`config.mk`:
```
export PLATFORM = sky130hd
export DESIGN_NAME = branch_predictor_flat
export DESIGN_NICKNAME = d
export VERILOG_FILES = /design/src/rtl/bpu_pkg.sv /design/src/rtl/branch_predictor_if.sv /design/src/rtl/branch_predictor_sat_counter2.sv /design/src/rtl/branch_predictor.sv /design/src/flat_wrapper.sv
export SDC_FILE = /design/constraint.sdc
export NUM_CORES = 2
export LEC_CHECK = 0
export CORE_MARGIN = 2
export CORE_UTILIZATION = 25
export CTS_CLUSTER_DIAMETER = 200
export DETAILED_ROUTE_END_ITERATION = 7
export GPL_TIMING_DRIVEN = 0
export PLACE_DENSITY = 0.44
export RECOVER_POWER = 50
export SETUP_SLACK_MARGIN = 0.4
export SKIP_LAST_GASP = 1
export SLEW_MARGIN = 20
export SYNTH_ARGS = -nofsm -noshare
export SYNTH_HDL_FRONTEND = slang
export SYNTH_SLANG_ARGS = --single-unit
```
`constraint.sdc`:
```
create_clock -name clk_in -period 7 [get_ports clk_in]
set_clock_uncertainty 0.15 [all_clocks]
set_input_delay 1.4 -clock clk_in [delete_from_list [all_inputs] [get_ports clk_in]]
set_output_delay 1.4 -clock clk_in [all_outputs]
set_load 0.1 [all_outputs]
```
`src/rtl/bpu_pkg.sv`:
```
// Shared constants for the branch prediction unit.
//   BHT_*        : 2-bit saturating counter encodings
//   BHT_RESET    : counter value loaded into every BHT entry on reset
//   PC_INCREMENT : fall-through distance used for the not-taken next PC
package bpu_pkg;

  localparam logic [1:0] BHT_STRONG_NT = 2'b00;
  localparam logic [1:0] BHT_WEAK_NT   = 2'b01;
  localparam logic [1:0] BHT_WEAK_T    = 2'b10;
  localparam logic [1:0] BHT_STRONG_T  = 2'b11;

  localparam logic [1:0] BHT_RESET     = BHT_WEAK_NT;

  localparam int unsigned PC_INCREMENT = 4;

endpackage

```
`src/rtl/branch_predictor_if.sv`:
```
// Fetch/BRU facing bus of the branch predictor.
//   master : fetch + BRU side, drives lookup PC and resolved-branch feedback
//   slave  : predictor side, returns prediction, predicted next PC and BTB hit
interface branch_predictor_if #(
  parameter int XLEN = 32
);

  logic [XLEN-1:0] bpu_lookup_pc_in;
  logic            bpu_prediction_out;
  logic [XLEN-1:0] bpu_target_out;
  logic            bpu_hit_out;

  logic [XLEN-1:0] bpu_update_pc_in;
  logic            bpu_feedback_result_in;
  logic            bpu_feedback_write_en_in;
  logic [XLEN-1:0] bpu_update_target_in;

  modport master (
    output bpu_lookup_pc_in,
    output bpu_update_pc_in,
    output bpu_feedback_result_in,
    output bpu_feedback_write_en_in,
    output bpu_update_target_in,
    input  bpu_prediction_out,
    input  bpu_target_out,
    input  bpu_hit_out
  );

  modport slave (
    input  bpu_lookup_pc_in,
    input  bpu_update_pc_in,
    input  bpu_feedback_result_in,
    input  bpu_feedback_write_en_in,
    input  bpu_update_target_in,
    output bpu_prediction_out,
    output bpu_target_out,
    output bpu_hit_out
  );

endinterface

```
`src/rtl/branch_predictor_sat_counter2.sv`:
```
// Next-state function of a 2-bit saturating branch counter.
//   count_in  : current counter value
//   taken_in  : resolved outcome, 1 = taken (count up)
//   count_out : next counter value, clamped at 00 and 11
module sat_counter2
  import bpu_pkg::*;
(
  input  logic [1:0] count_in,
  input  logic       taken_in,
  output logic [1:0] count_out
);

  always_comb begin
    count_out = count_in;
    if (taken_in) begin
      if (count_in != BHT_STRONG_T) count_out = count_in + 2'd1;
    end else begin
      if (count_in != BHT_STRONG_NT) count_out = count_in - 2'd1;
    end
  end

endmodule

```
`src/rtl/branch_predictor.sv`:
```
// Dynamic branch predictor: 2-bit BHT plus direct-mapped BTB.
//   clk_in / rst_in : core clock, asynchronous active-high reset
//   bpu (slave)     : combinational lookup (prediction, next PC, BTB hit)
//                     and BRU feedback updating the tables on the clock edge
module branch_predictor
  import bpu_pkg::*;
#(
  parameter int XLEN     = 32,
  parameter int IDX_BITS = 6
) (
  input  logic               clk_in,
  input  logic               rst_in,
  branch_predictor_if.slave  bpu
);

  localparam int ENTRIES = 1 << IDX_BITS;
  localparam int TAG_W   = XLEN - IDX_BITS - 2;

  logic [1:0]       bht_q    [ENTRIES];
  logic [1:0]       bht_d    [ENTRIES];
  logic             valid_q  [ENTRIES];
  logic             valid_d  [ENTRIES];
  logic [TAG_W-1:0] tag_q    [ENTRIES];
  logic [TAG_W-1:0] tag_d    [ENTRIES];
  logic [XLEN-1:0]  target_q [ENTRIES];
  logic [XLEN-1:0]  target_d [ENTRIES];

  logic [IDX_BITS-1:0] lk_idx;
  logic [TAG_W-1:0]    lk_tag;
  logic [IDX_BITS-1:0] up_idx;
  logic [TAG_W-1:0]    up_tag;
  logic [1:0]          bht_next;
  logic                lk_hit;
  logic                lk_taken;

  // Byte offset of the PC carries no information for word-aligned fetch.
  logic unused_pc_bits;
  assign unused_pc_bits = ^{bpu.bpu_lookup_pc_in[1:0], bpu.bpu_update_pc_in[1:0]};

  assign lk_idx = bpu.bpu_lookup_pc_in[IDX_BITS+1:2];
  assign lk_tag = bpu.bpu_lookup_pc_in[XLEN-1:IDX_BITS+2];
  assign up_idx = bpu.bpu_update_pc_in[IDX_BITS+1:2];
  assign up_tag = bpu.bpu_update_pc_in[XLEN-1:IDX_BITS+2];

  // Lookup reads registered state only, so an update in the same cycle is
  // not bypassed. A taken counter without a BTB hit still predicts
  // not-taken because there is no target to redirect to.
  always_comb begin
    lk_hit   = valid_q[lk_idx] && (tag_q[lk_idx] == lk_tag);
    lk_taken = lk_hit && bht_q[lk_idx][1];
    bpu.bpu_hit_out        = lk_hit;
    bpu.bpu_prediction_out = lk_taken;
    if (lk_taken) bpu.bpu_target_out = target_q[lk_idx];
    else          bpu.bpu_target_out = bpu.bpu_lookup_pc_in + XLEN'(PC_INCREMENT);
  end

  sat_counter2 u_sat_counter2 (
    .count_in  (bht_q[up_idx]),
    .taken_in  (bpu.bpu_feedback_result_in),
    .count_out (bht_next)
  );

  // Only taken outcomes allocate into the BTB; a not-taken outcome just
  // walks the counter down and leaves any existing target in place.
  always_comb begin
    bht_d    = bht_q;
    valid_d  = valid_q;
    tag_d    = tag_q;
    target_d = target_q;
    if (bpu.bpu_feedback_write_en_in) begin
      bht_d[up_idx] = bht_next;
      if (bpu.bpu_feedback_result_in) begin
        valid_d[up_idx]  = 1'b1;
        tag_d[up_idx]    = up_tag;
        target_d[up_idx] = bpu.bpu_update_target_in;
      end
    end
  end

  // Counters and valid bits carry the reset state; reset overrides any
  // concurrent update strobe.
  always_ff @(posedge clk_in or posedge rst_in) begin
    if (rst_in) begin
      for (int i = 0; i < ENTRIES; i++) begin
        bht_q[i]   <= BHT_RESET;
        valid_q[i] <= 1'b0;
      end
    end else begin
      bht_q   <= bht_d;
      valid_q <= valid_d;
    end
  end

  // Tag and target are meaningless while the valid bit is clear, so they
  // need no reset.
  always_ff @(posedge clk_in) begin
    tag_q    <= tag_d;
    target_q <= target_d;
  end

endmodule

```
`src/flat_wrapper.sv`:
```
// flat-port wrapper written by rule: the top's interface ports become plain ports
module branch_predictor_flat import bpu_pkg::*;
#(
  parameter int XLEN     = 32,
  parameter int IDX_BITS = 6
)
  (clk_in, rst_in, bpu_bpu_lookup_pc_in, bpu_bpu_update_pc_in, bpu_bpu_feedback_result_in, bpu_bpu_feedback_write_en_in, bpu_bpu_update_target_in, bpu_bpu_prediction_out, bpu_bpu_target_out, bpu_bpu_hit_out);
  branch_predictor_if #(.XLEN(XLEN)) bpu_i ();
  input  logic clk_in;
  input  logic rst_in;
  input wire logic [$bits(bpu_i.bpu_lookup_pc_in)-1:0] bpu_bpu_lookup_pc_in;
  input wire logic [$bits(bpu_i.bpu_update_pc_in)-1:0] bpu_bpu_update_pc_in;
  input wire logic [$bits(bpu_i.bpu_feedback_result_in)-1:0] bpu_bpu_feedback_result_in;
  input wire logic [$bits(bpu_i.bpu_feedback_write_en_in)-1:0] bpu_bpu_feedback_write_en_in;
  input wire logic [$bits(bpu_i.bpu_update_target_in)-1:0] bpu_bpu_update_target_in;
  output wire logic [$bits(bpu_i.bpu_prediction_out)-1:0] bpu_bpu_prediction_out;
  output wire logic [$bits(bpu_i.bpu_target_out)-1:0] bpu_bpu_target_out;
  output wire logic [$bits(bpu_i.bpu_hit_out)-1:0] bpu_bpu_hit_out;
  assign bpu_i.bpu_lookup_pc_in = bpu_bpu_lookup_pc_in;
  assign bpu_i.bpu_update_pc_in = bpu_bpu_update_pc_in;
  assign bpu_i.bpu_feedback_result_in = bpu_bpu_feedback_result_in;
  assign bpu_i.bpu_feedback_write_en_in = bpu_bpu_feedback_write_en_in;
  assign bpu_i.bpu_update_target_in = bpu_bpu_update_target_in;
  assign bpu_bpu_prediction_out = bpu_i.bpu_prediction_out;
  assign bpu_bpu_target_out = bpu_i.bpu_target_out;
  assign bpu_bpu_hit_out = bpu_i.bpu_hit_out;
  branch_predictor #(.XLEN(XLEN), .IDX_BITS(IDX_BITS)) u_core (.clk_in(clk_in), .rst_in(rst_in), .bpu(bpu_i));
endmodule
```
==> qor.yml <==
placed_cells: 14900
fin_crit_sh_pct: 101
violations: "max-capacitance violations, max-slew violations, negative setup slack"
cts_sinks: 3776
synth_edf_count: 3584
pwr-share-clk_pct: 42.0
power.switching_mw: 11.5
routed_wl_mm: 578
p_per_area_mw_per_mm2: 268
stdcell_count: 15800
critPathMaxStageDelay_ns: 0.41
via_count: 79500
vias_per_cell: 5.02
syn_avg_cell_area_sq_um: 22.4
layout.nets: 7824
coreArea_sq_mm: 0.586
status: "finished with violations"
gp_congestion: 0.866
ant_nets: 0
drive_gt1_share_pct: 36.9
dr.first_iter.drc_count: 11500
io_buffers: 117
ys.flop_type: "edfxtp_1"
crit_family: "buffers and inverters"
leakagePower_nw: 59.2
rows: 281
dieArea_sq_mm: 0.594
syn_to_final_growth_pct: 26.6
cts_tree: "built"
setup_violations: 28
min_period_ns: 7.10
drv_cap: 57
maxSlewViolCount: 2554
ios: 134
initial_core_util_pct: 25.1
grt_pass1_wl_mm: 756
max_slew_margin_pct: -141
rsz0062_at_grt: "true"
grtUsageTotal_pct: 19.0
crit_fanout: 10
hold_violations: 0
synth-async-reset-ratio_pct: 5.08
power_frac_seq_pct: 50.4
tightest_slew_ns: 3.61
cp_slowest_cell: "mux2_4"
crit_buf_inv: 8
cp-start-kind: "primary input"
grt_pass1_vias: 78700
yosysSeqAreaShare_pct: 76.5
routedWlPerCell_um: 36.5
worstSetupEndpointType: "output port"
post-route-util_pct: 31.8
swShare_pct: 23.1
drt-pass1-iter-count: 8
fp.dieH_um: 771
grt_max_degree: 65
vdd_ir_drop_max_mv: 0.193
remaining_drc_errors: 0
crit_type: "in -> out"
cts_made_buffers: 391
clk_latency_ns: 1.04
gr-total-overflow: 0
fmax_mhz: 141
cts_hold_buffers: 0
crit_arrival_ns: 5.55
worst_slack_ns: -0.0956
h-tree-depth: 5
yosysUniqueCellTypes: 76
cts_max_path_buffers: 4
p_int_mw: 38.4
clock_tree.root_cell: "clkbuf_16"
syn_nets: 6672
clk_pin_slew_ns: 0.06
dpl.hpwl_mm: 415
die_x_um: 771
yosysWarningCount: 0
synth_cells: 6571
worstPathCellList: "buf_2 > buf_6 > clkbuf_8 > buf_4 > nor2_2 > buf_6 > nand3_1 > nand4_1 > xnor2_1 > a32oi_2 > nor4_4 > nand4_4 > buf_12 > buf_16 > mux2_4 > buf_12"
antenna_found_initial: 55
hold_class: "reg -> reg"
synth_seq_cells: 3776
combPwrFrac_pct: 7.5
syn-cell-area_sq_mm: 0.147
worstPathRequired_ns: 5.45
power groups by stage:
stage	sequential [mW]	clock, mW	combinational, mW
floorplan	25.5	0	1.60
detailed placement	25.6	0	3.31
global placement	25.6	0	3.11
finish	25.1	21.0	3.76
CTS	25.1	21.3	3.79
global route	25.2	22.1	3.87
stage by stage:
step / TNS, ns / hold WS, ns / total power [mW] / cell area (sq um) / worst slack, ns
after floorplan: 0 / 0.284 / 27.2 / 147000 / 0.128
after global placement: - / 0.295 / 28.7 / 158000 / -7.93
after detailed placement: -134.85 / 0.298 / 28.9 / 167000 / -4.14
after CTS: 0 / 0.313 / 50.2 / 187000 / 0.0284
after global routing: -2.74 / 0.329 / 51.1 / 186000 / -0.113
final: -1.45 / 0.312 / 49.9 / 186000 / -0.0956
sequential cells by signal, indices dropped and copies added (netlist names):
name / cells
u_core.valid_q: 64
u_core.bht_q: 128
u_core.target_q: 2048
u_core.tag_q: 1536
worst register-to-register path, cell delays in order, from the launching register on:
cell and delay, ns:
dfstp_2 0.37, a22o_1 0.19, a221oi_1 0.23, a31oi_1 0.22, a2111oi_0 0.37, and3_1 0.27
nor2_1 0.06, o21ai_1 0.74, clkbuf_1 0.54, o21ai_0 0.19
path summary, 6_finish.rpt:
kind                                                 from                        endpoint  slack, ns  cells past startpoint
setup / recovery                  bpu_bpu_lookup_pc_in[5]          bpu_bpu_target_out[10]       -0.1                     16
hold / removal             u_core.valid_q[62]$_DFFE_PP0P_  u_core.valid_q[62]$_DFFE_PP0P_       0.31                      1
setup reg to reg             u_core.bht_q[42]$_DFFE_PP1P_    u_core.bht_q[61]$_DFFE_PP0P_       3.55                      9
hold reg to reg            u_core.valid_q[62]$_DFFE_PP0P_  u_core.valid_q[62]$_DFFE_PP0P_       0.31                      1
max in group asynchronous                          rst_in  u_core.valid_q[19]$_DFFE_PP0P_       0.68                      6
min in group asynchronous                          rst_in     u_core.bht_q[8]$_DFFE_PP1P_       1.29                      2
cells in the mapped netlist, drive strengths merged, types with 8 or more instances:
library cell	number	share of area, %
clkbuf	151	0.39
edfxtp	3584	73
nand4	24	0.11
nor3	12	0.041
nor4	12	0.055
dfrtp	128	2.2
buf	213	0.89
a221oi	16	0.095
nor2b	25	0.11
o21ai	51	0.17
a211oi	9	0.046
o221ai	13	0.082
xor2	14	0.083
and2	17	0.072
or2	70	0.30
a22o	16	0.095
dfstp	64	1.1
nand2b	13	0.055
nor3b	9	0.046
nand2	169	0.43
nand3b	8	0.041
mux2i	202	1.4
xnor2	37	0.22
a21oi	65	0.22
a32oi	9	0.054
a22oi	119	0.61
nand3	59	0.20
o22ai	36	0.15
mux4	1003	15
and3	19	0.081
a2111oi	12	0.080
mux2	132	1.1
inv	10	0.026
nor2	160	0.41
a31oi	21	0.089
layout make-up:
type | count | area [sq um]
Inverter | 11 | 60.1
Clock buffer | 486 | 10300
Buffer | 363 | 5190
Sequential cell | 3776 | 113000
Timing Repair Buffer | 760 | 11800
Antenna cell | 20 | 50.0
Multi-Input combinational cell | 2420 | 34100
Fill cell | 55800 | 400000
Clock inverter | 222 | 2300
Tap cell | 7782 | 9740
cell usage in the layout (no fill, tap or decap), drive strengths merged, types with 51 or more instances in the layout:
cell type     n
a22oi       119
dfrtp       128
nand2       169
or2          70
o21ai        51
buf         826
clkbuf      754
mux4       1003
nand3        59
mux2        132
clkinv      161
a21oi        65
edfxtp     3584
mux2i       202
dfstp        64
nor2        160
metal layers:
layer | track usage [%] | share of wire (%) | vias to the layer above
li1 | - | - | 30200
met1 | 25.7 | 41 | 44200
met2 | 30.0 | 46 | 4146
met3 | 3.84 | 8.4 | 912
met4 | 7.43 | 4.7 | 34
met5 | 0 | 0.039 | -
kinds of logic after synthesis:
kind of cell    count (synthesis)  share of synthesized area (%)
compound gates                410                           1.95
mux                          1337                           17.8
buf+inv                       375                           1.31
simple gates                  620                           2.07
fa+ha+maj                       2                         0.0153
flops                        3776                           76.5
xor+xnor                       51                          0.304
what timing repair did:
| item | 4_1_cts | 5_1_grt |
|---|---|---|
| setup buffers | 172 | 46 |
| resized for setup | 1349 | 41 |
| endpoints found under the setup margin | 34 | 34 |
| gates cloned | 14 | 2 |
| pin swaps | 47 | 22 |
(Power assumes the default switching activity.)
